## src/rtl/tqvp_spi_master.sv

```systemverilog
`default_nettype none
// ============================================================================
// tqvp_spi_master : byte-oriented mode-0 SPI master with 4-deep TX/RX FIFOs
// Rev 1.0 - initial release
// ============================================================================
module tqvp_spi_master (
  input  logic        clk,
  input  logic        rst_n,
  input  logic [7:0]  ui_in,
  output logic [7:0]  uo_out,
  input  logic [5:0]  address,
  input  logic [31:0] data_in,
  input  logic [1:0]  data_write_n,
  input  logic [1:0]  data_read_n,
  output logic [31:0] data_out,
  output logic        data_ready,
  output logic        user_interrupt
);

  localparam logic [5:0] C_ADDR_DATA = 6'h00;
  localparam logic [5:0] C_ADDR_STAT = 6'h04;
  localparam logic [5:0] C_ADDR_CTRL = 6'h08;

  typedef enum logic [0:0] {
    S_IDLE  = 1'b0,
    S_SHIFT = 1'b1
  } state_t;

  state_t      r_state, w_state_nxt;

  logic        w_wr, w_rd, w_sel_data, w_sel_stat, w_sel_ctrl;
  logic [7:0]  r_div;
  logic        r_irq_en, r_ovf;

  logic [7:0]  r_tx_mem [4];
  logic [1:0]  r_tx_wp, r_tx_rp;
  logic [2:0]  r_tx_cnt;
  logic        w_tx_full, w_tx_empty, w_tx_push, w_tx_pop, w_tx_drop;
  logic [7:0]  w_tx_head;

  logic [7:0]  r_rx_mem [4];
  logic [1:0]  r_rx_wp, r_rx_rp;
  logic [2:0]  r_rx_cnt;
  logic        w_rx_full, w_rx_empty, w_rx_push, w_rx_pop, w_rx_drop;
  logic [7:0]  w_rx_head;

  logic [7:0]  r_shreg, r_div_cnt;
  logic [3:0]  r_bit_cnt;
  logic        r_sck, r_mosi, r_cs_n;
  logic        w_tick, w_rise, w_fall, w_done;
  logic        w_unused;

  assign w_wr       = (data_write_n != 2'b11);
  assign w_rd       = (data_read_n != 2'b11);
  assign w_sel_data = (address == C_ADDR_DATA);
  assign w_sel_stat = (address == C_ADDR_STAT);
  assign w_sel_ctrl = (address == C_ADDR_CTRL);

  assign w_tx_full  = (r_tx_cnt == 3'd4);
  assign w_tx_empty = (r_tx_cnt == 3'd0);
  assign w_tx_head  = r_tx_mem[r_tx_rp];
  assign w_rx_full  = (r_rx_cnt == 3'd4);
  assign w_rx_empty = (r_rx_cnt == 3'd0);
  assign w_rx_head  = r_rx_mem[r_rx_rp];

  // A full FIFO still accepts a push when the same cycle pops it
  assign w_tx_push = w_wr & w_sel_data & (~w_tx_full | w_tx_pop);
  assign w_tx_drop = w_wr & w_sel_data & ~w_tx_push;
  assign w_rx_pop  = w_rd & w_sel_data & ~w_rx_empty;
  assign w_rx_push = w_done & (~w_rx_full | w_rx_pop);
  assign w_rx_drop = w_done & ~w_rx_push;

  always_comb begin
    w_state_nxt = r_state;
    w_tick      = 1'b0;
    w_rise      = 1'b0;
    w_fall      = 1'b0;
    w_done      = 1'b0;
    w_tx_pop    = 1'b0;
    case (r_state)
      S_IDLE: begin
        if (!w_tx_empty) begin
          w_tx_pop    = 1'b1;
          w_state_nxt = S_SHIFT;
        end
      end
      S_SHIFT: begin
        w_tick = (r_div_cnt == 8'd0);
        w_rise = w_tick & ~r_sck;
        w_fall = w_tick & r_sck;
        w_done = w_fall & (r_bit_cnt == 4'd8);
        if (w_done) begin
          if (w_tx_empty) w_state_nxt = S_IDLE;
          else            w_tx_pop    = 1'b1;
        end
      end
      default: w_state_nxt = S_IDLE;
    endcase
  end

  always_ff @(posedge clk) begin
    if (!rst_n) r_state <= S_IDLE;
    else        r_state <= w_state_nxt;
  end

  always_ff @(posedge clk) begin
    if (!rst_n) begin
      r_shreg   <= 8'h00;
      r_div_cnt <= 8'h00;
      r_bit_cnt <= 4'd0;
      r_sck     <= 1'b0;
      r_mosi    <= 1'b0;
      r_cs_n    <= 1'b1;
    end else if (w_tx_pop) begin
      r_shreg   <= w_tx_head;
      r_mosi    <= w_tx_head[7];
      r_sck     <= 1'b0;
      r_div_cnt <= r_div;
      r_bit_cnt <= 4'd0;
      r_cs_n    <= 1'b0;
    end else if (r_state == S_SHIFT) begin
      if (w_done) begin
        r_cs_n <= 1'b1;
        r_sck  <= 1'b0;
        r_mosi <= 1'b0;
      end else if (w_tick) begin
        r_div_cnt <= r_div;
        r_sck     <= ~r_sck;
        if (w_rise) begin
          r_shreg   <= {r_shreg[6:0], ui_in[2]};
          r_bit_cnt <= r_bit_cnt + 4'd1;
        end else if (w_fall) begin
          r_mosi <= r_shreg[7];
        end
      end else begin
        r_div_cnt <= r_div_cnt - 8'd1;
      end
    end
  end

  always_ff @(posedge clk) begin
    if (w_tx_push) r_tx_mem[r_tx_wp] <= data_in[7:0];
    if (w_rx_push) r_rx_mem[r_rx_wp] <= r_shreg;
  end

  always_ff @(posedge clk) begin
    if (!rst_n) begin
      r_tx_wp  <= 2'd0;
      r_tx_rp  <= 2'd0;
      r_tx_cnt <= 3'd0;
      r_rx_wp  <= 2'd0;
      r_rx_rp  <= 2'd0;
      r_rx_cnt <= 3'd0;
    end else begin
      if (w_tx_push) r_tx_wp <= r_tx_wp + 2'd1;
      if (w_tx_pop)  r_tx_rp <= r_tx_rp + 2'd1;
      case ({w_tx_push, w_tx_pop})
        2'b10:   r_tx_cnt <= r_tx_cnt + 3'd1;
        2'b01:   r_tx_cnt <= r_tx_cnt - 3'd1;
        default: r_tx_cnt <= r_tx_cnt;
      endcase
      if (w_rx_push) r_rx_wp <= r_rx_wp + 2'd1;
      if (w_rx_pop)  r_rx_rp <= r_rx_rp + 2'd1;
      case ({w_rx_push, w_rx_pop})
        2'b10:   r_rx_cnt <= r_rx_cnt + 3'd1;
        2'b01:   r_rx_cnt <= r_rx_cnt - 3'd1;
        default: r_rx_cnt <= r_rx_cnt;
      endcase
    end
  end

  always_ff @(posedge clk) begin
    if (!rst_n) begin
      r_div    <= 8'h00;
      r_irq_en <= 1'b0;
      r_ovf    <= 1'b0;
    end else begin
      if (w_wr && w_sel_ctrl) begin
        r_div <= data_in[7:0];
        if (data_write_n != 2'b00) r_irq_en <= data_in[8];
      end
      // An overflow in the same cycle as a clear keeps the flag set
      if (w_tx_drop || w_rx_drop)                r_ovf <= 1'b1;
      else if (w_wr && w_sel_stat && data_in[5]) r_ovf <= 1'b0;
    end
  end

  always_comb begin
    data_out = 32'h0;
    case (address)
      C_ADDR_DATA: data_out = {24'h0, (w_rx_empty ? 8'h00 : w_rx_head)};
      C_ADDR_STAT: data_out = {26'h0, r_ovf, w_rx_full, w_rx_empty,
                               w_tx_empty, w_tx_full, (r_state != S_IDLE)};
      C_ADDR_CTRL: data_out = {23'h0, r_irq_en, r_div};
      default:     data_out = 32'h0;
    endcase
  end

  assign uo_out         = {2'b00, r_cs_n, r_mosi, r_sck, 3'b000};
  assign data_ready     = 1'b1;
  assign user_interrupt = r_irq_en & ~w_rx_empty;
  assign w_unused       = &{1'b0, ui_in[7:3], ui_in[1:0], data_in[31:9]};

endmodule
`default_nettype wire

```

## config.mk

```make
export PLATFORM = sky130hd
export DESIGN_NAME = tqvp_spi_master
export DESIGN_NICKNAME = d
export VERILOG_FILES = /design/src/rtl/tqvp_spi_master.sv
export SDC_FILE = /design/constraint.sdc
export NUM_CORES = 1
export LEC_CHECK = 0
export CAP_MARGIN = 25
export CORE_UTILIZATION = 48
export CTS_CLUSTER_DIAMETER = 40
export DETAILED_ROUTE_END_ITERATION = 10
export PLACE_DENSITY = 0.77
export SLEW_MARGIN = 10
export SYNTH_ARGS = -nofsm -noshare
export SYNTH_HDL_FRONTEND = slang
export SYNTH_SLANG_ARGS = --single-unit
```

## constraint.sdc

```tcl
create_clock -name clk -period 2.7 [get_ports clk]
set_input_delay 0.405 -clock clk [delete_from_list [all_inputs] [get_ports clk]]
set_output_delay 0.405 -clock clk [all_outputs]
set_load 0.1 [all_outputs]
```

### Word-level counts from Yosys, hierarchy flattened

Memory sizes are Yosys's and may differ from the RTL's. A register that Yosys moved wholly into a read port is not among the register bits.
Index checks and enable logic that the tools add are counted.

* RAM bits: 64
* input port bits: 52
* register bits: 48
* output and inout bits: 42
* memories kept: 2

* equal/unequal tests: 13
* add/subtract/negate cells: 10
* bitwise operators: 22
* muxes and demuxes: 43
* reductions and logical operators: 27

Memory list
* r_rx_mem: words 4, bits a word 8, rd ports 1, clocked after Yosys merged registers in 1, write ports 1, RTL line 41 `logic [7:0] r_rx_mem [4];`
* r_tx_mem: words 4, bits a word 8, rd ports 1, clocked after Yosys merged registers in 1, write ports 1, RTL line 35 `logic [7:0] r_tx_mem [4];`

Operator list (count)
* $mux 8: 10
* $pmux 9 s3: 1
* $mux 1: 24
* $reduce_bool 2->1: 9
* $pmux 3 s2: 2
* $reduce_and 4->1: 3
* $and 1x1->1: 11
* $not 1->1: 9
* $add 2x1->2 const B: 4
* $logic_not 8->1: 1
* $mux 2: 4
* $reduce_and 2->1: 4
* $sub 8x1->8 const B: 1
* $add 3x1->3 const B: 2
* $eq 3x3->1 const B: 2
* $eq 6x3->1 const B: 1
* $eq 6x4->1 const B: 1
* $logic_not 3->1: 2
* $logic_not 6->1: 1
* $ne 2x2->1 const B: 3
* $reduce_bool 3->1: 2
* $sub 3x1->3 const B: 2
* $add 4x1->4 const B: 1
* $eq 2x1->1 const B: 2
* other kinds (8): 13

### Logic depth before layout (Yosys ltp)

Gate-level depths: netlist of the first run.

* word-level depth: 11
* mapped depth: 12
* depth with buffers taken out: 12

### Least setup slack after synthesis of the first run

No wires, ideal clock.

* path type: input port to output port
* start point: input address[1]
* end point: output data_out[0]
* required time: 2.295 ns
* arrival time: 3.123 ns
* path slack: -0.828 ns
* stages: 2
* cells stage by stage: or4_1 > o21ai_0

* cells in the longest elaborated chain, start to end: 2
* elaborated cells between the ends (all ways): 4
* classes of those cells: eq/ne: 2; mux: 1; reduce/logical: 1

RTL lines
* from (decl): RTL line 11 `input logic [5:0] address,`
* $eq 6x4->1 (tied with other cells): RTL line 190 `case (address)`
* $pmux 9 s3 *: RTL line 190
* to (decl): RTL line 15 `output logic [31:0] data_out,`

Every way passes the cells marked *; elsewhere a longest branch is shown, timed or not.

### Worst setup path after layout of the first run

* start point: input address[1]
* end point: output data_out[1]

The elaborated chain is that of the path after synthesis.

==> results of run 1 <==
==> flip-flops by register name (all words and copies together), names as in the netlist, named ones only <==
| name | cells |
|---|---|
| r_shreg | 8 |
| r_div | 8 |
| r_rx_mem | 32 |
| r_div_cnt | 8 |
| r_tx_rp | 2 |
| r_rx_wp | 2 |
| r_tx_cnt | 3 |
| r_ovf | 1 |
| r_bit_cnt | 4 |
| r_tx_mem | 32 |
| r_irq_en | 1 |
| r_cs_n | 1 |
| r_mosi | 1 |
| r_rx_rp | 2 |
| r_sck | 1 |
| r_tx_wp | 2 |
| r_rx_cnt | 3 |
| r_state | 1 |
==> metrics by stage <==
step,cells,hold WS [ps],utilization (%)
6_report,681,484,62.2
5_1_grt,681,483,62.2
4_1_cts,681,454,61.7
3_5_place_dp,649,466,55.9
3_3_place_gp,649,454,55.9
2_1_floorplan,484,440,-
==> routing by layer <==
metal  up-vias  routed length, um  part of all wire [%]
met4         0                231                   2.0
met1      1833               4740                    41
met2       159               5900                    51
li1       1758                  -                     -
met5         -                  0                     0
met3        21                738                   6.4
==> cell usage in the layout, fill, tap and decap left out, drive strengths merged, types with 16 or more instances in the layout <==
cell and n:
nand2 31, clkdlybuf4s50 21, dfxtp 52, clkbuf 20
o21ai 23, mux4 16, conb 29, inv 21
edfxtp 64, nor2 41, a21oi 20, buf 55
==> repair_timing <==
item | in CTS | in global routing
gates cloned | 0 | 0
gates resized for setup | 3 | 13
setup endpoints to repair | 5 | 10
==> worst max path at each step <==
stage                    start           to  slack, ps  cells after the start
finish              address[1]  data_out[1]         50                      7
floorplan           address[1]  data_out[0]       -120                      2
global placement    address[1]  r_rx_cnt[2]       -370                     12
global route        address[0]  data_out[1]         -5                      7
detailed placement  address[1]  r_rx_cnt[2]       -400                     12
CTS                 address[1]  data_out[7]          6                      7
==> cells in the mapped netlist (all sizes together), types with 4 or more instances <==
cell type	count	area (sq um)
and2	12	75.1
nor2b	4	25.0
clkbuf	16	60.1
o22ai	8	50.1
nor2	41	154
dfxtp	52	1040
a21oi	20	100
nor3	15	80.1
nand2	31	116
o21ai	23	115
inv	17	63.8
a31oi	4	40.0
xnor2	7	61.3
buf	35	260
mux4	16	360
nand3	15	75.1
ha	13	163
edfxtp	64	1920
mux2i	8	80.1
nor4	5	43.8
xor2	7	61.3
==> cell type report <==
cell class | instances | share of cell area, %
clock buffer | 20 | 6.94
clock inverter | 12 | 2.08
timing repair buffer | 76 | 11.3
sequential | 116 | 44.0
multi-input combinational | 300 | 32.1
inverter | 17 | 0.947
tap | 140 | 2.60
==> power breakdown <==
part / switching, W / leakage, nW / internal (W)
Sequential: 0.0000430 / 1.00 / 0.00190
Combinational: 0.000374 / 1.10 / 0.000170
Clock: 0.000818 / 0.289 / 0.00143
==> critical path, delay by kind of cell <==
kind                   cells  cell delay [ps]
AND/OR/NAND/NOR            2              590
buffers and inverters      4              970
AO/OA/AOI/OAI              1              250
==> logic make-up (layout without fill, tap and decap cells) <==
family | count (synthesis) | after routing | synth area share (%)
other | 2 | 29 | 0.141
AOI/OAI and AO/OA | 78 | 78 | 9.54
muxes | 25 | 25 | 8.48
adders and majority gates | 15 | 15 | 3.81
buffers and inverters | 68 | 125 | 7.21
DFF | 116 | 116 | 55.7
and+or+nand+nor | 139 | 139 | 12.9
xor gates and xnor gates | 14 | 14 | 2.30
==> flow_summary_export.csv, run 1 <==
group,metric,value,unit
global_routing,gr-usage-met1,26.3,%
final_layout,area_delta_synth_final,26.6,%
floorplanning,die_x,107,um
global_routing,antenna_found_initial,0,
detailed_routing,wirelength,11600,um
hold_path,min_from,"r_irq_en",
critical_path,crit_fanout,8,
logic_synthesis,syn_area,5320,sq um
sta,finalSetupTns,0,ps
detailed_routing,firstDrtPassIters,5,
hold_path,hold-path-cell-count,2,
sta,drv_slew,0,
clocking,numCtsBuffers,17,
flow_run,cap_violations,0,
detailed_routing,drt_iter0_drc,234,
sta,hold_viol_final,0,
sta,worstMarginPinSlew,878,ps
critical_path,path_cells,"clkdlybuf4s50_1 > buf_4 > nor4_4 > buf_4 > and2_2 > a221o_1 > buf_12",
floorplanning,coreArea,10800,sq um
logic_synthesis,synth_edf_count,64,
final_layout,antennaDiodeCount,0,
logic_synthesis,postSynthCellCount,457,
clocking,numClockSinks,116,
hold_path,min_to,"r_irq_en",
clocking,cts_root_buf,"clkbuf_8",
sta,min_period,2650,ps
logic_synthesis,yosysUniqueCellTypes,54,
final_layout,nets,595,
placement,place_congestion,0.833,
global_routing,overflow,0,
logic_synthesis,ys_seq_area_share,55.7,%
final_layout,num-fill-cells,833,
outcome,outcome,"finished clean",
sta,setup_viol,0,
power_and_ir_drop,p_per_area,702,nW/um^2
final_layout,seq_area,2970,sq um
critical_path,required,2300,ps
logic_synthesis,ys_ff_latch,116,
detailed_routing,drc_errors,0,
detailed_routing,ant_nets,0,
final_layout,drive_above_1_share,23.1,%
floorplanning,rows,38,
critical_path,r2r_start,"r_rx_cnt[2]",
floorplanning,initial_core_util,49.1,%
detailed_routing,viasPerCell,5.54,
logic_synthesis,yosys_warnings,0,
clocking,clk_pin_slew,60,ps
critical_path,end_kind,"output pin",
sta,slew_headroom,41.1,%
floorplanning,die_h,107,um
final_layout,multiInputGateArea,2170,sq um
clocking,cts_tree,"yes",
floorplanning,die-area,11500,sq um
logic_synthesis,async_flop_share,0,%
detailed_routing,num_vias,3771,
global_routing,gr-usage-met2,36.6,%
critical_path,cpPeakStageDelay,420,ps
power_and_ir_drop,power_leakage,2.40,nW
sta,setup_slack,52.4,ps
clocking,htreeDepth,4,
global_routing,grt_util_all_layers,21.8,%
clocking,cts_setup_buffers,0,
critical_path,timing.rr.end,"r_rx_cnt[2]",
placement,dp_hpwl,8220,um
power_and_ir_drop,finalPower,0.00473,W
critical_path,r2r_cells,10,
critical_path,path_class,"primary input to output pin",
critical_path,crit_arrival,2240,ps
global_routing,met3_usage,5.33,%
global_routing,busiest_layer,"met2",
critical_path,crit_top_cell,"buf_4",
sta,finalCritPeriodShare,98.1,%
critical_path,r2r_setup_slack,140,ps
floorplanning,io_pins,94,
clocking,clk_path_buf_depth,2,
placement,portBuffers,34,
placement,place_area,6060,sq um
logic_synthesis,yosys_most_used_dff,"edfxtp_1",
logic_synthesis,synth_area_per_cell,11.6,sq um
placement,preCtsSetupSlack,-404,ps
detailed_routing,wl_per_cell,17.0,um
sta,max_freq,378,MHz
final_layout,design_area,6740,sq um
global_routing,grt_max_degree,32,
global_routing,grt_first_pass_wirelength,18800,um
power_and_ir_drop,ir_drop,0.597,mV
clocking,cts_hold_buf,0,
critical_path,start_kind,"primary input",
critical_path,slowest_stage,"clkdlybuf4s50_1",
global_routing,grt_pass1_vias,3799,
sta,fin_skew,12.8,ps
clocking,clock_latency,520,ps
hold_path,min_path_type,"register to register",
(Power assumes the default switching activity.)
==> run 2, diff against run 1 <==
Settings changed: CELL_PAD_IN_SITES_DETAIL_PLACEMENT set to 0, CELL_PAD_IN_SITES_GLOBAL_PLACEMENT set to 1, CORE_UTILIZATION 48 to 38, PLACE_DENSITY 0.77 to not set, PLACE_DENSITY_LB_ADDON set to 0.1.
==> run 2 against run 1 <==
  * Via count shrank 3.6%
  * Maximum frequency increased by 3.9%
  * Core utilization shrank 10 points
  * Clock-buffer cell count down 1
  * Final area grew 3.3%
  * First-iteration DRC count fell by 22%
  * Sequential power about the same
  * Critical path depth is 1 higher
  * Non-clock buffer count rose by 15
  * Sequential cell count did not move
  * Largest cell class unchanged
==> flow_summary_export.csv, run 2 (synthesis gave the netlist of run 1 again) <==
group,metric,value,unit
outcome,outcome,"finished clean",
placement,dp_hpwl,8870,um
global_routing,met3_usage,4.29,%
detailed_routing,ant_nets,0,
global_routing,grt_pass1_vias,3690,
final_layout,area_delta_synth_final,30.9,%
sta,drv_slew,0,
final_layout,drive_above_1_share,24.5,%
critical_path,start_kind,"register",
placement,place_congestion,0.829,
sta,finalCritPeriodShare,94.4,%
floorplanning,die_h,120,um
power_and_ir_drop,power_switching_share,25.6,%
clocking,cts_hold_buf,0,
final_layout,final_common_cell,"edfxtp_1",
sta,setup_viol,0,
floorplanning,die_x,120,um
clocking,clk_path_buf_depth,2,
final_layout,antennaDiodeCount,0,
power_and_ir_drop,internal_power,0.00352,W
sta,max_freq,392,MHz
floorplanning,rows,42,
hold_path,min_path_type,"register to register",
flow_run,cap_violations,0,
detailed_routing,viasPerCell,4.96,
clocking,numClockSinks,116,
sta,rsz0062_at_grt,"false",
critical_path,required,2990,ps
sta,worstMarginPinSlew,712,ps
final_layout,final_cell_mix,"edfxtp_1, buf_4, dfxtp_1",
placement,portBuffers,34,
critical_path,r2r_cells,8,
global_routing,overflow,0,
global_routing,busiest_layer,"met2",
power_and_ir_drop,finalPower,0.00473,W
power_and_ir_drop,clockPowerShare,47.5,%
detailed_routing,wirelength,12100,um
critical_path,path_class,"register to register",
critical_path,crit_fanout,8,
global_routing,grt_max_degree,26,
critical_path,crit_arrival,2840,ps
sta,hold_viol_final,0,
global_routing,gr-usage-met2,28.3,%
clocking,numCtsBuffers,17,
floorplanning,coreArea,13500,sq um
clocking,htreeDepth,4,
sta,min_period,2550,ps
power_and_ir_drop,p_seq_share,41.0,%
power_and_ir_drop,power_leakage,2.52,nW
clocking,clk_pin_slew,60,ps
final_layout,fin_util,51.8,%
clocking,clock_latency,410,ps
power_and_ir_drop,p_per_area,679,nW/um^2
floorplanning,io_pins,94,
clocking,cts_tree,"yes",
sta,slew_headroom,52.2,%
detailed_routing,firstDrtPassIters,5,
global_routing,grt_util_all_layers,18.4,%
global_routing,antenna_found_initial,0,
floorplanning,initial_core_util,39.6,%
power_and_ir_drop,comb_power_share,11.6,%
clocking,cts_root_buf,"clkbuf_16",
critical_path,end_kind,"register",
global_routing,grt_first_pass_wirelength,19700,um
detailed_routing,drc_errors,0,
final_layout,num-fill-cells,1222,
final_layout,nets,610,
final_layout,top_regs,"r_rx_mem (32), r_tx_mem (32)",
power_and_ir_drop,ir_drop,0.443,mV
detailed_routing,drt_iter0_drc,182,
detailed_routing,wl_per_cell,16.6,um
detailed_routing,num_vias,3634,
global_routing,gr-usage-met1,24.8,%
sta,fin_skew,10.3,ps
power_and_ir_drop,p_switching,0.00121,W
hold_path,hold-path-cell-count,2,
floorplanning,die-area,14500,sq um
run 2: timing repair:
action                                 in CTS  in global routing
pin swaps                                   0                  3
buffers inserted                            0                  1
setup endpoints to repair                   6                  7
resized for setup                           3                 17
endpoints found under the hold margin       0                  0
run 2: layer usage:
layer	routed length [um]	up-vias
li1	-	1791
met1	5820	1739
met2	5680	94
met3	509	10
met4	136	0
met5	0	-
run 2: final cells by class:
class                   count  area, sq um  area share (%)
flip-flops and latches    116         2960            42.5
multi-input cells         300         2160            31.0
repair buffers             91          967            13.9
clock buffers              19          433            6.21
well taps                 176          220            3.16
clock inverters            13          158            2.26
inverters                  17         63.8           0.916
run 2: power by group through the flow:
stage | combinational, W | sequential, W | clock [W]
floorplan | 0.000427 | 0.00196 | 0
global placement | 0.000533 | 0.00197 | 0
detailed placement | 0.000535 | 0.00197 | 0
CTS | 0.000537 | 0.00194 | 0.00229
global route | 0.000588 | 0.00194 | 0.00237
finish | 0.000547 | 0.00194 | 0.00225
run 2: metrics by stage:
step	std cells	area [sq um]	setup slack, ps	TNS (ps)	hold WS (ps)
after detailed placement	699	6290	-401	-3150	464
after global routing	732	6970	6.79	0	506
final	732	6970	152	0	471
after global placement	699	6290	-328	-1160	458
after CTS	731	6890	11.9	0	472
after floorplan	484	5450	-120	-191	440
run 2: final timing paths:
| check | to | slack [ps] | startpoint |
|---|---|---|---|
| hold reg to reg | r_irq_en | 470 | r_irq_en |
| hold / removal | r_irq_en | 470 | r_irq_en |
| setup reg to reg | r_tx_cnt[1] | 150 | r_div_cnt[2] |
| setup / recovery | r_tx_cnt[1] | 150 | r_div_cnt[2] |
run 2: worst max-delay path, stage by stage (launching register included):
cell and delay, ps:
dfxtp_1 380, or4_1 640, o31ai_4 290, nand2_1 130
nor2_1 130, fa_1 440, and3_1 160, a211oi_1 170
a211oi_1 80
